### src/rtl/ahb_rr_burst_arb_if.sv
// Purpose: bundles the request vector, shared-slave AHB address-phase controls
//          and the registered grant outputs of the round-robin output arbiter.
// Ports:   master = input-stage/bus side (drives requests and AHB controls),
//          slave  = arbiter side (drives addr_in_port, no_port, burst_hold).
interface ahb_rr_burst_arb_if #(
    parameter int NUM_PORTS = 4,
    parameter int PORT_W    = 2
);
    logic [NUM_PORTS-1:0] req_port;
    logic                 HREADYM;
    logic                 HSELM;
    logic [1:0]           HTRANSM;
    logic [2:0]           HBURSTM;
    logic                 HMASTLOCKM;
    logic [PORT_W-1:0]    addr_in_port;
    logic                 no_port;
    logic                 burst_hold;

    modport master (
        output req_port, HREADYM, HSELM, HTRANSM, HBURSTM, HMASTLOCKM,
        input  addr_in_port, no_port, burst_hold
    );

    modport slave (
        input  req_port, HREADYM, HSELM, HTRANSM, HBURSTM, HMASTLOCKM,
        output addr_in_port, no_port, burst_hold
    );
endinterface

### src/rtl/ahb_rr_burst_arb.sv
// Purpose:      round-robin arbiter choosing which of four input ports drives one shared AHB slave.
// Latency:      grant decided in a HREADYM=1 cycle appears on addr_in_port after that clock edge.
// Backpressure: HREADYM=0 freezes every register; bursts and locked sequences freeze the grant.
// Ports: HCLK, HRESET (async, active high); bus (slave modport): req_port, HREADYM, HSELM,
//        HTRANSM, HBURSTM, HMASTLOCKM in; addr_in_port, no_port, burst_hold out (all registered).
module ahb_rr_burst_arb #(
    parameter int NUM_PORTS = 4,
    parameter int PORT_W    = 2
) (
    input  logic                 HCLK,
    input  logic                 HRESET,
    ahb_rr_burst_arb_if.slave    bus
);

    localparam logic [1:0] TR_IDLE   = 2'b00;
    localparam logic [1:0] TR_BUSY   = 2'b01;
    localparam logic [1:0] TR_NONSEQ = 2'b10;
    localparam logic [1:0] TR_SEQ    = 2'b11;

    localparam logic [2:0] BURST_INCR = 3'b001;

    logic [PORT_W-1:0] port_q;
    logic              no_port_q;
    logic              hold_q;
    logic [3:0]        beat_cnt;
    logic [PORT_W-1:0] last_grant;

    logic [3:0]        beat_cnt_next;
    logic              hold;
    logic              rr_found;
    logic [PORT_W-1:0] rr_winner;
    logic [PORT_W-1:0] rr_idx;

    assign bus.addr_in_port = port_q;
    assign bus.no_port      = no_port_q;
    assign bus.burst_hold   = hold_q;

    // Remaining beats of a fixed-length burst. Only evaluated into state when
    // HREADYM=1, so every NONSEQ/SEQ seen here counts as an accepted beat.
    // Deselect or IDLE abandons whatever burst was in flight.
    always_comb begin
        beat_cnt_next = '0;
        if (bus.HSELM) begin
            unique case (bus.HTRANSM)
                TR_NONSEQ: begin
                    unique case (bus.HBURSTM)
                        3'b010, 3'b011: beat_cnt_next = 4'd3;
                        3'b100, 3'b101: beat_cnt_next = 4'd7;
                        3'b110, 3'b111: beat_cnt_next = 4'd15;
                        default:        beat_cnt_next = 4'd0;
                    endcase
                end
                TR_SEQ: begin
                    if (beat_cnt != 4'd0)
                        beat_cnt_next = beat_cnt - 4'd1;
                end
                TR_BUSY: beat_cnt_next = beat_cnt;
                TR_IDLE: beat_cnt_next = 4'd0;
            endcase
        end
    end

    // Freeze arbitration for locks, unfinished fixed bursts, and any non-IDLE
    // beat of an undefined-length INCR burst (its end is only known at IDLE).
    assign hold = bus.HMASTLOCKM
                | (beat_cnt_next != 4'd0)
                | (bus.HSELM & (bus.HBURSTM == BURST_INCR) & (bus.HTRANSM != TR_IDLE));

    // Scan last_grant+1 .. last_grant+NUM_PORTS; PORT_W-bit addition gives the
    // modulo wrap for free because NUM_PORTS is a power of two.
    always_comb begin
        rr_found  = 1'b0;
        rr_winner = last_grant;
        rr_idx    = '0;
        for (int i = 1; i <= NUM_PORTS; i++) begin
            rr_idx = last_grant + PORT_W'(i);
            if (!rr_found && bus.req_port[rr_idx]) begin
                rr_found  = 1'b1;
                rr_winner = rr_idx;
            end
        end
    end

    always_ff @(posedge HCLK or posedge HRESET) begin
        if (HRESET) begin
            port_q     <= '0;
            no_port_q  <= 1'b1;
            hold_q     <= 1'b0;
            beat_cnt   <= 4'd0;
            last_grant <= PORT_W'(NUM_PORTS - 1);
        end else if (bus.HREADYM) begin
            beat_cnt <= beat_cnt_next;
            if (hold) begin
                hold_q <= 1'b1;
            end else if (rr_found) begin
                port_q     <= rr_winner;
                last_grant <= rr_winner;
                no_port_q  <= 1'b0;
                hold_q     <= 1'b0;
            end else if (bus.HSELM) begin
                // Current owner is still addressing this slave with IDLEs.
                hold_q <= 1'b0;
            end else begin
                no_port_q <= 1'b1;
                hold_q    <= 1'b0;
            end
        end
    end

endmodule

### src/flat_wrapper.sv
// flat-port wrapper written by rule: the top's interface ports become plain ports
module ahb_rr_burst_arb_flat 
#(
    parameter int NUM_PORTS = 4,
    parameter int PORT_W    = 2
)
  (HCLK, HRESET, bus_req_port, bus_HREADYM, bus_HSELM, bus_HTRANSM, bus_HBURSTM, bus_HMASTLOCKM, bus_addr_in_port, bus_no_port, bus_burst_hold);
  ahb_rr_burst_arb_if #(.NUM_PORTS(NUM_PORTS), .PORT_W(PORT_W)) bus_i ();
  input  logic HCLK;
  input  logic HRESET;
  input wire logic [$bits(bus_i.req_port)-1:0] bus_req_port;
  input wire logic [$bits(bus_i.HREADYM)-1:0] bus_HREADYM;
  input wire logic [$bits(bus_i.HSELM)-1:0] bus_HSELM;
  input wire logic [$bits(bus_i.HTRANSM)-1:0] bus_HTRANSM;
  input wire logic [$bits(bus_i.HBURSTM)-1:0] bus_HBURSTM;
  input wire logic [$bits(bus_i.HMASTLOCKM)-1:0] bus_HMASTLOCKM;
  output wire logic [$bits(bus_i.addr_in_port)-1:0] bus_addr_in_port;
  output wire logic [$bits(bus_i.no_port)-1:0] bus_no_port;
  output wire logic [$bits(bus_i.burst_hold)-1:0] bus_burst_hold;
  assign bus_i.req_port = bus_req_port;
  assign bus_i.HREADYM = bus_HREADYM;
  assign bus_i.HSELM = bus_HSELM;
  assign bus_i.HTRANSM = bus_HTRANSM;
  assign bus_i.HBURSTM = bus_HBURSTM;
  assign bus_i.HMASTLOCKM = bus_HMASTLOCKM;
  assign bus_addr_in_port = bus_i.addr_in_port;
  assign bus_no_port = bus_i.no_port;
  assign bus_burst_hold = bus_i.burst_hold;
  ahb_rr_burst_arb #(.NUM_PORTS(NUM_PORTS), .PORT_W(PORT_W)) u_core (.HCLK(HCLK), .HRESET(HRESET), .bus(bus_i));
endmodule
### config.mk
export PLATFORM = sky130hd
export DESIGN_NAME = ahb_rr_burst_arb_flat
export DESIGN_NICKNAME = d
export VERILOG_FILES = /design/src/rtl/ahb_rr_burst_arb_if.sv /design/src/rtl/ahb_rr_burst_arb.sv /design/src/flat_wrapper.sv
export SDC_FILE = /design/constraint.sdc
export NUM_CORES = 1
export LEC_CHECK = 0
export CAP_MARGIN = 20
export CELL_PAD_IN_SITES_DETAIL_PLACEMENT = 1
export CELL_PAD_IN_SITES_GLOBAL_PLACEMENT = 2
export CORE_AREA = 2 2 55 57
export DETAILED_ROUTE_END_ITERATION = 8
export DIE_AREA = 0 0 57 59
export PLACE_DENSITY_LB_ADDON = 0.08
export RECOVER_POWER = 100
export SYNTH_ARGS = -nofsm -noshare
export SYNTH_HDL_FRONTEND = slang
export SYNTH_SLANG_ARGS = --single-unit
### constraint.sdc
create_clock -name HCLK -period 2.2 [get_ports HCLK]
set_input_delay 0.44 -clock HCLK [delete_from_list [all_inputs] [get_ports HCLK]]
set_output_delay 0.44 -clock HCLK [all_outputs]
set_load 0.1 [all_outputs]
* After elaboration in Yosys (flattened, before gate mapping)
Cells that the tools add are included.
** Storage, ports and cells
- Bits in registers :: 10
- Bits in latches :: 0
- Memory bits (writable) :: 0
- ROM bits :: 0
- Input bits :: 14
- Output and inout port bits :: 4
- Memories :: 0
** Operators by class
- Add/sub/neg operators :: 4
- Multiply operators :: 0
- Div/mod/pow operators :: 0
- Magnitude comparators :: 4
- Equality and inequality tests :: 11
- Shift operators :: 0
- Mux-type cells :: 23
- Bitwise gates (word level) :: 5
- Reduce and logical (&&, ||, !) cells :: 15
** Operator list (number)
- one-hot mux 4 bit (4 select lines) :: 1
- equality test 3 bit (second input constant) :: 4
- < comparator 2 x 3 -> 1 bit (second input constant) :: 4
- one-hot mux 4 bit (3 select lines) :: 1
- two-way mux 1 bit :: 11
- binary-select mux 1 bit (select 2 bit) :: 4
- two-way mux 2 bit :: 4
- two-way mux 4 bit :: 2
- nonzero test 4 bit :: 2
- equality test 3 x 2 -> 1 bit (second input constant) :: 2
- AND reduction 3 bit :: 2
- OR reduction 2 bit :: 3
- adder 2 bit (second input constant) :: 2
- equality test 2 bit (second input constant) :: 2
- subtractor 4 x 1 -> 4 bit (second input constant) :: 1
- equality test 3 x 1 -> 1 bit (second input constant) :: 1
- logical AND 1 bit :: 3
- zero test 1 bit :: 3
- adder 2 x 1 -> 2 bit (second input constant) :: 1
- bitwise AND 1 bit :: 2
- equality test 2 x 1 -> 1 bit (second input constant) :: 1
- zero test 2 bit :: 1
- != test 2 x 1 -> 1 bit (second input constant) :: 1
- OR 1 bit :: 2
- 2 further kinds :: 2

* Depth between registers and ports, before layout
Gate-level depths: netlist of the first run.
- Word-level depth :: 15
- Gate-level depth with buffers :: 7
- Mapped depth without buffers :: 7

* Least setup slack after synthesis of the first run
OpenSTA, ideal clock, no wires.
- Path kind :: register to register
- Start point :: register u_core.beat_cnt[0]
- End point :: register u_core.port_q[0], in the netlist u_core.bus.addr_in_port[0]
- Library setup time :: 0.125 ns
- Arrival :: 2.046 ns
- Required time :: 2.075 ns
- Slack :: 0.029 ns
- Stages on the path, launching flop included :: 8
- Path buffers :: 0
- Cell sequence :: dfrtp_1 -> inv_1 -> ha_1 -> nor3b_1 -> o311ai_0 -> a2111o_1 -> a21oi_2 -> mux2_2
** On the way
- Word-level cells in the longest chain between the ends :: 9
** Ends and longest elaborated chain
- start, declared :: RTL line ahb_rr_burst_arb.sv:25 : logic [3:0] beat_cnt;
- start signal, assigned :: RTL line ahb_rr_burst_arb.sv:92 : beat_cnt <= beat_cnt_next;
- subtractor 4 x 1 -> 4 bit / nonzero test 4 bit (equally long branches) :: RTL line ahb_rr_burst_arb.sv:55, ahb_rr_burst_arb.sv:54
- two-way mux 4 bit :: RTL line ahb_rr_burst_arb.sv:54 : if (beat_cnt != 4'd0)
- one-hot mux 4 bit (4 select lines) (*) :: RTL line ahb_rr_burst_arb.sv:44 : unique case (bus.HTRANSM)
- two-way mux 4 bit (*) :: RTL line ahb_rr_burst_arb.sv:43 : if (bus.HSELM) begin
- nonzero test 4 bit (*) :: RTL line ahb_rr_burst_arb.sv:66 : | (beat_cnt_next != 4'd0)
- OR 1 bit (*) :: RTL line ahb_rr_burst_arb.sv:66
- OR 1 bit (*) :: RTL line ahb_rr_burst_arb.sv:67 : | (bus.HSELM & (bus.HBURSTM == BURST_INCR) & (bus.HTRANSM != TR_IDLE));
- NOT 1 bit (no line) (*)
- AND reduction 3 bit (no line) (*)
- end signal, assigned :: RTL line ahb_rr_burst_arb.sv:96 : port_q <= rr_winner;
- end, declared :: RTL line ahb_rr_burst_arb.sv:22 : logic [PORT_W-1:0] port_q;
Every way passes the cells marked *; elsewhere a longest branch is shown, timed or not.
A chain may end at the register's enable or synchronous reset.

* Worst setup path after layout of the first run
- Start point :: input port bus_HBURSTM[2]
- End point :: register u_core.port_q[1], in the netlist u_core.bus.addr_in_port[1]
** On the way
- Word-level cells in the longest chain between the ends :: 10
** Ends and longest elaborated chain
- start, declared :: RTL line flat_wrapper.sv:15 : input wire logic [$bits(bus_i.HBURSTM)-1:0] bus_HBURSTM;
- equality test 3 bit / equality test 3 x 2 -> 1 bit (equally long branches) :: RTL line ahb_rr_burst_arb.sv:46 : unique case (bus.HBURSTM)
- OR reduction 2 bit :: RTL line ahb_rr_burst_arb.sv:46
- one-hot mux 4 bit (3 select lines) :: RTL line ahb_rr_burst_arb.sv:46
- one-hot mux 4 bit (4 select lines) :: RTL line ahb_rr_burst_arb.sv:44
- two-way mux 4 bit :: RTL line ahb_rr_burst_arb.sv:43
- nonzero test 4 bit :: RTL line ahb_rr_burst_arb.sv:66
- OR 1 bit :: RTL line ahb_rr_burst_arb.sv:66
- OR 1 bit (*) :: RTL line ahb_rr_burst_arb.sv:67
- NOT 1 bit (no line) (*)
- AND reduction 3 bit (no line) (*)
Marked as above.

==> impl_metrics.sql, run 1 <==
INSERT INTO impl_metrics (metric_group, metric, value, unit) VALUES
('cells_and_area', 'utilization', '42.38', '%'),
('cells_and_area', 'fillerInstances', '346', ''),
('pwr', 'clockPowerShare', '14.3', '%'),
('synthesis', 'synth_edf_count', '0', ''),
('grt', 'grt_antenna_before_repair', '0', ''),
('synthesis', 'synth_sequential_area_ratio', '39.73', '%'),
('critical_path', 'cp-start-kind', 'primary input', ''),
('synthesis', 'ys_seq_elements', '10', ''),
('timing', 'tightestPinTransition', '539.0', 'ps'),
('clocking', 'clk-insertion-delay-late', '260', 'ps'),
('critical_path', 'timing.reg2reg.setup_slack', '20', 'ps'),
('detailed_routing', 'drt_first_iter_violations', '9', ''),
('critical_path', 'startpoint', 'bus_HBURSTM[2]', ''),
('pwr', 'power_density', '785.7', 'nW/um2'),
('critical_path', 'critPathMaxFanout', '5', ''),
('timing', 'clock-skew-final', '9.158', 'ps'),
('clocking', 'clock_tree.root_cell', 'sky130_fd_sc_hd__clkbuf_4', ''),
('critical_path', 'rr_startpoint', 'u_core.beat_cnt[1]', ''),
('placed_design', 'placement.io_buffers', '17', ''),
('floorplanning', 'start_util', '23.59', '%'),
('synthesis', 'avgSynthCellArea', '8.880', 'um2'),
('timing', 'finalMaxSlewViolations', '0', ''),
('placed_design', 'hpwl', '1562', 'um'),
('clocking', 'cts_max_path_buffers', '2', ''),
('timing', 'max_slew_margin', '64.22', '%'),
('floorplanning', 'die_height', '59', 'um'),
('synthesis', 'total_standard_cell_area_after_synthesis', '639.4', 'um2'),
('timing', 'hold_viol_final', '0', ''),
('pwr', 'seq_power_share', '32.1', '%'),
('critical_path', 'worstSetupEndpointType', 'flip-flop', ''),
('floorplanning', 'core_area', '2710', 'um2'),
('clocking', 'cts-buffers-inserted', '3', ''),
('synthesis', 'asyncSetResetFlopFracSynth', '100.0', '%'),
('clocking', 'clk_pin_slew', '70', 'ps'),
('cells_and_area', 'mostFrequentLayoutCells', 'sky130_fd_sc_hd__buf_4, sky130_fd_sc_hd__clkdlybuf4s50_1, sky130_fd_sc_hd__inv_1', ''),
('pwr', 'comb_power_share', '53.6', '%'),
('cells_and_area', 'area_growth', '79.65', '%'),
('timing', 'post-route-min-period', '2197', 'ps'),
('min_path', 'hold_path_class', 'flip-flop to flip-flop', ''),
('clocking', 'cts_sinks', '10', ''),
('floorplanning', 'rows', '19', ''),
('cells_and_area', 'finalNetCount', '132', ''),
('placed_design', 'routabilityCongestion', '0.7123', ''),
('synthesis', 'synthCells', '72', ''),
('detailed_routing', 'drcViolationCount', '0', ''),
('cells_and_area', 'layout_commonest_cell', 'sky130_fd_sc_hd__buf_4', ''),
('clocking', 'postCtsHoldBufs', '0', ''),
('timing', 'setup_viol_count_final', '0', ''),
('detailed_routing', 'total_length_of_routed_wires', '1989', 'um'),
('status', 'status', 'completed', ''),
('grt', 'globalRouteTotalUtil', '13.39', '%'),
('grt', 'overflow', '0', ''),
('pwr', 'power_report.internal_total', '0.5100', 'mW'),
('cells_and_area', 'antenna-diode-count', '0', ''),
('timing', 'rsz0062_at_grt', 'yes', ''),
('floorplanning', 'design.portCount', '18', ''),
('pwr', 'total_switching_power', '0.3924', 'mW'),
('clocking', 'ctsHtreeMaxLevel', '1', ''),
('pwr', 'cellLeakagePower', '0.5242', 'nW'),
('critical_path', 'r2r-end', 'u_core.bus.addr_in_port[1]', ''),
('timing', 'final_min_period_over_clock_period', '99.88', '%'),
('cells_and_area', 'drive_gt1_share', '45.69', '%'),
('detailed_routing', 'route.detailed.vias_per_inst', '4.816', ''),
('timing', 'achievable-frequency', '455.1', 'MHz'),
('job', 'max-cap-violations', '0', ''),
('grt', 'largest_net_degree_at_the_start_of_global_routing', '11', ''),
('synthesis', 'post_synth_num_cell_types', '28', ''),
('pwr', 'p_sw_share', '43.48', '%'),
('pwr', 'total_design_power', '0.9025', 'mW'),
('detailed_routing', 'route.detailed.wl_per_inst', '13.53', 'um'),
('critical_path', 'critPathRequiredTime', '2350', 'ps');
## cells by family after synthesis
group	count (synthesis)	synth area share, %
buffers and inverters	9	5.283
AND/OR/NAND/NOR	25	19.77
adder cells (fa/ha/maj)	1	1.957
flip-flops	10	39.73
multiplexers	5	8.806
AO/OA/AOI/OAI	22	24.46
## state kept, by name (all words and copies together) (netlist names)
name and count:
u_core.beat_cnt 4, u_core.bus.addr_in_port 2, u_core.last_grant 2, u_core.bus.burst_hold 1
u_core.bus.no_port 1
## how the worst min path moves through the flow
stage                                from                    endpoint  slack (ps)  depth (start not counted)
3_5_place_dp   u_core.bus.addr_in_port[1]  u_core.bus.addr_in_port[1]         510                          1
3_3_place_gp   u_core.bus.addr_in_port[1]  u_core.bus.addr_in_port[1]         500                          1
6_report       u_core.bus.addr_in_port[1]  u_core.bus.addr_in_port[1]         520                          1
4_1_cts                            HRESET          u_core.beat_cnt[1]         460                          2
5_1_grt        u_core.bus.addr_in_port[0]  u_core.bus.addr_in_port[0]         550                          1
2_1_floorplan                      HRESET          u_core.beat_cnt[0]         280                          1
## Yosys cell counts, drive strengths merged (2+ instances only)
| cell type | instances | area, um2 |
|---|---|---|
| inv | 8 | 30.03 |
| nor2b | 3 | 18.77 |
| dfstp | 3 | 78.83 |
| nor2 | 4 | 15.01 |
| nor4 | 2 | 12.51 |
| nand2 | 7 | 26.28 |
| mux2 | 5 | 56.30 |
| nand2b | 2 | 12.51 |
| o22ai | 5 | 31.28 |
| o21ai | 4 | 20.02 |
| nand3 | 4 | 20.02 |
| dfrtp | 7 | 175.2 |
| a21oi | 4 | 23.77 |
## critical path, cell delays in order
cell and delay [ps]:
sky130_fd_sc_hd__clkdlybuf4s50_1 470, sky130_fd_sc_hd__a32oi_2 320, sky130_fd_sc_hd__a31oi_4 120, sky130_fd_sc_hd__a2111o_1 430, sky130_fd_sc_hd__a21oi_4 240, sky130_fd_sc_hd__mux2_4 320
## cell type report
class                      count  area (um2)  share of cell area, %
multi-input combinational     53       460.4                  40.09
timing repair buffer          41       339.1                  29.52
sequential                    10       254.0                  22.11
tap                           31       38.79                  3.377
inverter                       8       30.03                  2.614
clock buffer                   4       26.28                  2.288
## per-layer routing
layer | global-route usage, % | up-vias | routed length, um
met2 | 24.96 | 12 | 1016
met1 | 14.97 | 335 | 868
met3 | 2.183 | 2 | 88
met4 | 5.980 | 0 | 16
met5 | 0 | - | 0
li1 | - | 359 | -
## power groups by stage
stage	registers (mW)	clock network (mW)	logic (mW)
after floorplan	0.444	0	0.125
after global placement	0.285	0	0.431
after detailed placement	0.288	0	0.437
after CTS	0.287	0.140	0.448
after global routing	0.297	0.154	0.511
final	0.289	0.129	0.484
## stage by stage
step	hold slack [ps]	setup WS (ps)	area, um2	TNS, ps	cells
2_1_floorplan	278.0	28.97	639.4	0	72
3_3_place_gp	500.7	-381.6	999.7	-1712	141
3_5_place_dp	505.9	-385.1	999.7	-1774	141
4_1_cts	458.5	1.917	1065	0	145
5_1_grt	551.3	-59.86	1149	-162.6	147
6_report	524.6	2.561	1149	0	147
## what timing repair did
action	CTS	global route
pin swaps	5	6
buffers inserted	0	2
endpoints found under the setup margin	4	5
gates resized for setup	8	18
Note: power is estimated with default switching activity, not from simulation.
==> run 2: changes to the inputs <==
- REMOVE_ABC_BUFFERS: not set -> 1
==> run 2 against run 1 <==
  * Combinational power down 9.1%
  * Sequential power down 2%
  * Non-clock buffer count down 1
  * Via count down 1.1%
  * Power down 1.9%
  * Final area down 4.1%
  * Sequential share of layout area up 0.95 points
  * First-iteration DRC count down 44%
  * Wire length down 0.15%
  * Largest cell class unchanged
  * Highest routed layer unchanged
==> impl_metrics.sql, run 2 (synthesis gave the netlist of run 1 again) <==
INSERT INTO impl_metrics (metric_group, metric, value, unit) VALUES
('status', 'status', 'completed', ''),
('detailed_routing', 'met3_wirelength', '76', 'um'),
('pwr', 'power_density', '804.0', 'nW/um2'),
('critical_path', 'rr_startpoint', 'u_core.beat_cnt[0]', ''),
('floorplanning', 'die_height', '59', 'um'),
('clocking', 'ctsHtreeMaxLevel', '1', ''),
('placed_design', 'dp_worst_setup_slack', '-421.0', 'ps'),
('cells_and_area', 'final_area', '1101', 'um2'),
('timing', 'rsz0062_at_grt', 'yes', ''),
('critical_path', 'reg2reg_depth', '7', ''),
('detailed_routing', 'dr_total_vias', '700', ''),
('pwr', 'total_design_power', '0.8852', 'mW'),
('timing', 'hold_viol_final', '0', ''),
('grt', 'grt_antenna_before_repair', '0', ''),
('detailed_routing', 'route.detailed.vias_per_inst', '4.795', ''),
('cells_and_area', 'largest_reg_flops', '4', ''),
('clocking', 'cts_max_path_buffers', '2', ''),
('timing', 'holdWs', '511.1', 'ps'),
('pwr', 'cellLeakagePower', '0.4884', 'nW'),
('floorplanning', 'core_area', '2710', 'um2'),
('detailed_routing', 'total_length_of_routed_wires', '1986', 'um'),
('timing', 'tightestPinTransition', '539.7', 'ps'),
('detailed_routing', 'drt_pre_antenna_iters', '4', ''),
('timing', 'finalMaxSlewViolations', '0', ''),
('cells_and_area', 'finalNetCount', '131', ''),
('placed_design', 'routabilityCongestion', '0.6791', ''),
('clocking', 'clock_tree.root_cell', 'sky130_fd_sc_hd__clkbuf_4', ''),
('placed_design', 'hpwl', '1628', 'um'),
('timing', 'setup_viol_count_final', '0', ''),
('clocking', 'clk-insertion-delay-late', '260', 'ps'),
('cells_and_area', 'final_instance_count_without_filler_cells', '146', ''),
('cells_and_area', 'largest_reg_by_ff_count', 'u_core.beat_cnt', ''),
('placed_design', 'numPlacedInstances', '142', ''),
('min_path', 'min-delay-start', 'u_core.bus.addr_in_port[0]', ''),
('min_path', 'hold_path_class', 'flip-flop to flip-flop', ''),
('timing', 'final_min_period_over_clock_period', '98.50', '%'),
('floorplanning', 'rows', '19', ''),
('grt', 'grt_first_pass_wirelength', '3512', 'um'),
('cells_and_area', 'area_growth', '72.21', '%'),
('job', 'max-cap-violations', '0', ''),
('grt', 'vias_in_the_first_global_route', '788', ''),
('timing', 'max_slew_margin', '64.17', '%'),
('cells_and_area', 'layout_commonest_cell', 'sky130_fd_sc_hd__buf_4', ''),
('timing', 'achievable-frequency', '461.5', 'MHz'),
('detailed_routing', 'wl_met2', '1036', 'um'),
('cells_and_area', 'mostFrequentLayoutCells', 'sky130_fd_sc_hd__buf_4, sky130_fd_sc_hd__clkdlybuf4s50_1, sky130_fd_sc_hd__nand2_1, sky130_fd_sc_hd__inv_1, sky130_fd_sc_hd__dfrtp_1', ''),
('floorplanning', 'die_area', '3363', 'um2'),
('floorplanning', 'design.portCount', '18', ''),
('floorplanning', 'fp.dieW', '57', 'um'),
('critical_path', 'worstSetupEndpointType', 'flip-flop', ''),
('grt', 'largest_net_degree_at_the_start_of_global_routing', '11', ''),
('critical_path', 'startpoint', 'bus_HBURSTM[2]', ''),
('critical_path', 'cp-start-kind', 'primary input', ''),
('placed_design', 'placed_area', '1007', 'um2'),
('critical_path', 'worstSetupPathType', 'primary input to flip-flop', ''),
('clocking', 'cts-buffers-inserted', '3', ''),
('detailed_routing', 'drcViolationCount', '0', ''),
('cells_and_area', 'drive_gt1_share', '43.48', '%'),
('floorplanning', 'start_util', '23.59', '%'),
('detailed_routing', 'drtAntennaViolNets', '0', ''),
('detailed_routing', 'route.detailed.wl_per_inst', '13.60', 'um'),
('critical_path', 'critPathMaxFanout', '5', ''),
('critical_path', 'arrival_worst_endpoint', '2310', 'ps'),
('detailed_routing', 'met1_routed_length', '857', 'um'),
('critical_path', 'critPathRequiredTime', '2350', 'ps'),
('timing', 'clock-skew-final', '1.267', 'ps'),
('clocking', 'cts_sinks', '10', ''),
('grt', 'overflow', '0', ''),
('clocking', 'clk_pin_slew', '70', 'ps'),
('timing', 'layout_setup_ws', '33.10', 'ps'),
('pwr', 'vdd.ir_drop.worst', '0.7031', 'mV'),
('timing', 'post-route-min-period', '2167', 'ps'),
('grt', 'globalRouteTotalUtil', '13.45', '%'),
('cells_and_area', 'antenna-diode-count', '0', ''),
('placed_design', 'placement.io_buffers', '17', ''),
('detailed_routing', 'drt_first_iter_violations', '5', ''),
('clocking', 'tritoncts_clock_tree', 'done', ''),
('min_path', 'hold-path-cell-count', '1', ''),
('detailed_routing', 'topRoutingLayerUsed', 'met4', '');
[run 2: area by class of cell]
type                            count  area, um2
Fill cell                         337       1609
Sequential cell                    10      254.0
Clock buffer                        4      36.28
Tap cell                           31      38.79
Inverter                            8      30.03
Multi-Input combinational cell     53      417.9
Timing Repair Buffer               40      324.1
[run 2: timing repair]
action,CTS,global route
hold buffers,0,0
gates cloned,0,0
gates resized for setup,9,8
pin swaps,3,1
endpoints found under the hold margin,0,0
buffers inserted,0,0
endpoints found under the setup margin,4,5
[run 2: final timing paths]
path,end,slack (ps)
max in group asynchronous,u_core.bus.no_port,1290
max reg2reg,u_core.bus.addr_in_port[1],50
min in group asynchronous,u_core.beat_cnt[1],590
min,u_core.bus.addr_in_port[0],510
min reg2reg,u_core.bus.addr_in_port[0],510
max,u_core.bus.addr_in_port[1],30
[run 2: power by group]
part	switching, mW	internal, mW
clock	0.0616	0.100
sequential	0.0379	0.246
combinational	0.278	0.162
total	0.377	0.508
[run 2: per-stage QoR]
stage          setup TNS [ps]  util [%]
2_1_floorplan               0         -
3_3_place_gp            -1779     37.17
3_5_place_dp            -1949     37.17
4_1_cts                     0     39.84
5_1_grt                -58.89     40.63
6_report                    0     40.63
[run 2: routing by layer]
layer / global-route usage, % / vias up
met5: 0 / -
met4: 4.983 / 0
met3: 1.528 / 2
met2: 24.14 / 11
met1: 16.67 / 332
li1: - / 355
[run 2: worst max-delay path: stages]
cell,delay (ps)
sky130_fd_sc_hd__clkdlybuf4s50_1,430
sky130_fd_sc_hd__o21ai_0,250
sky130_fd_sc_hd__o311ai_1,170
sky130_fd_sc_hd__a2111o_1,470
sky130_fd_sc_hd__a21oi_4,200
sky130_fd_sc_hd__mux2_2,350
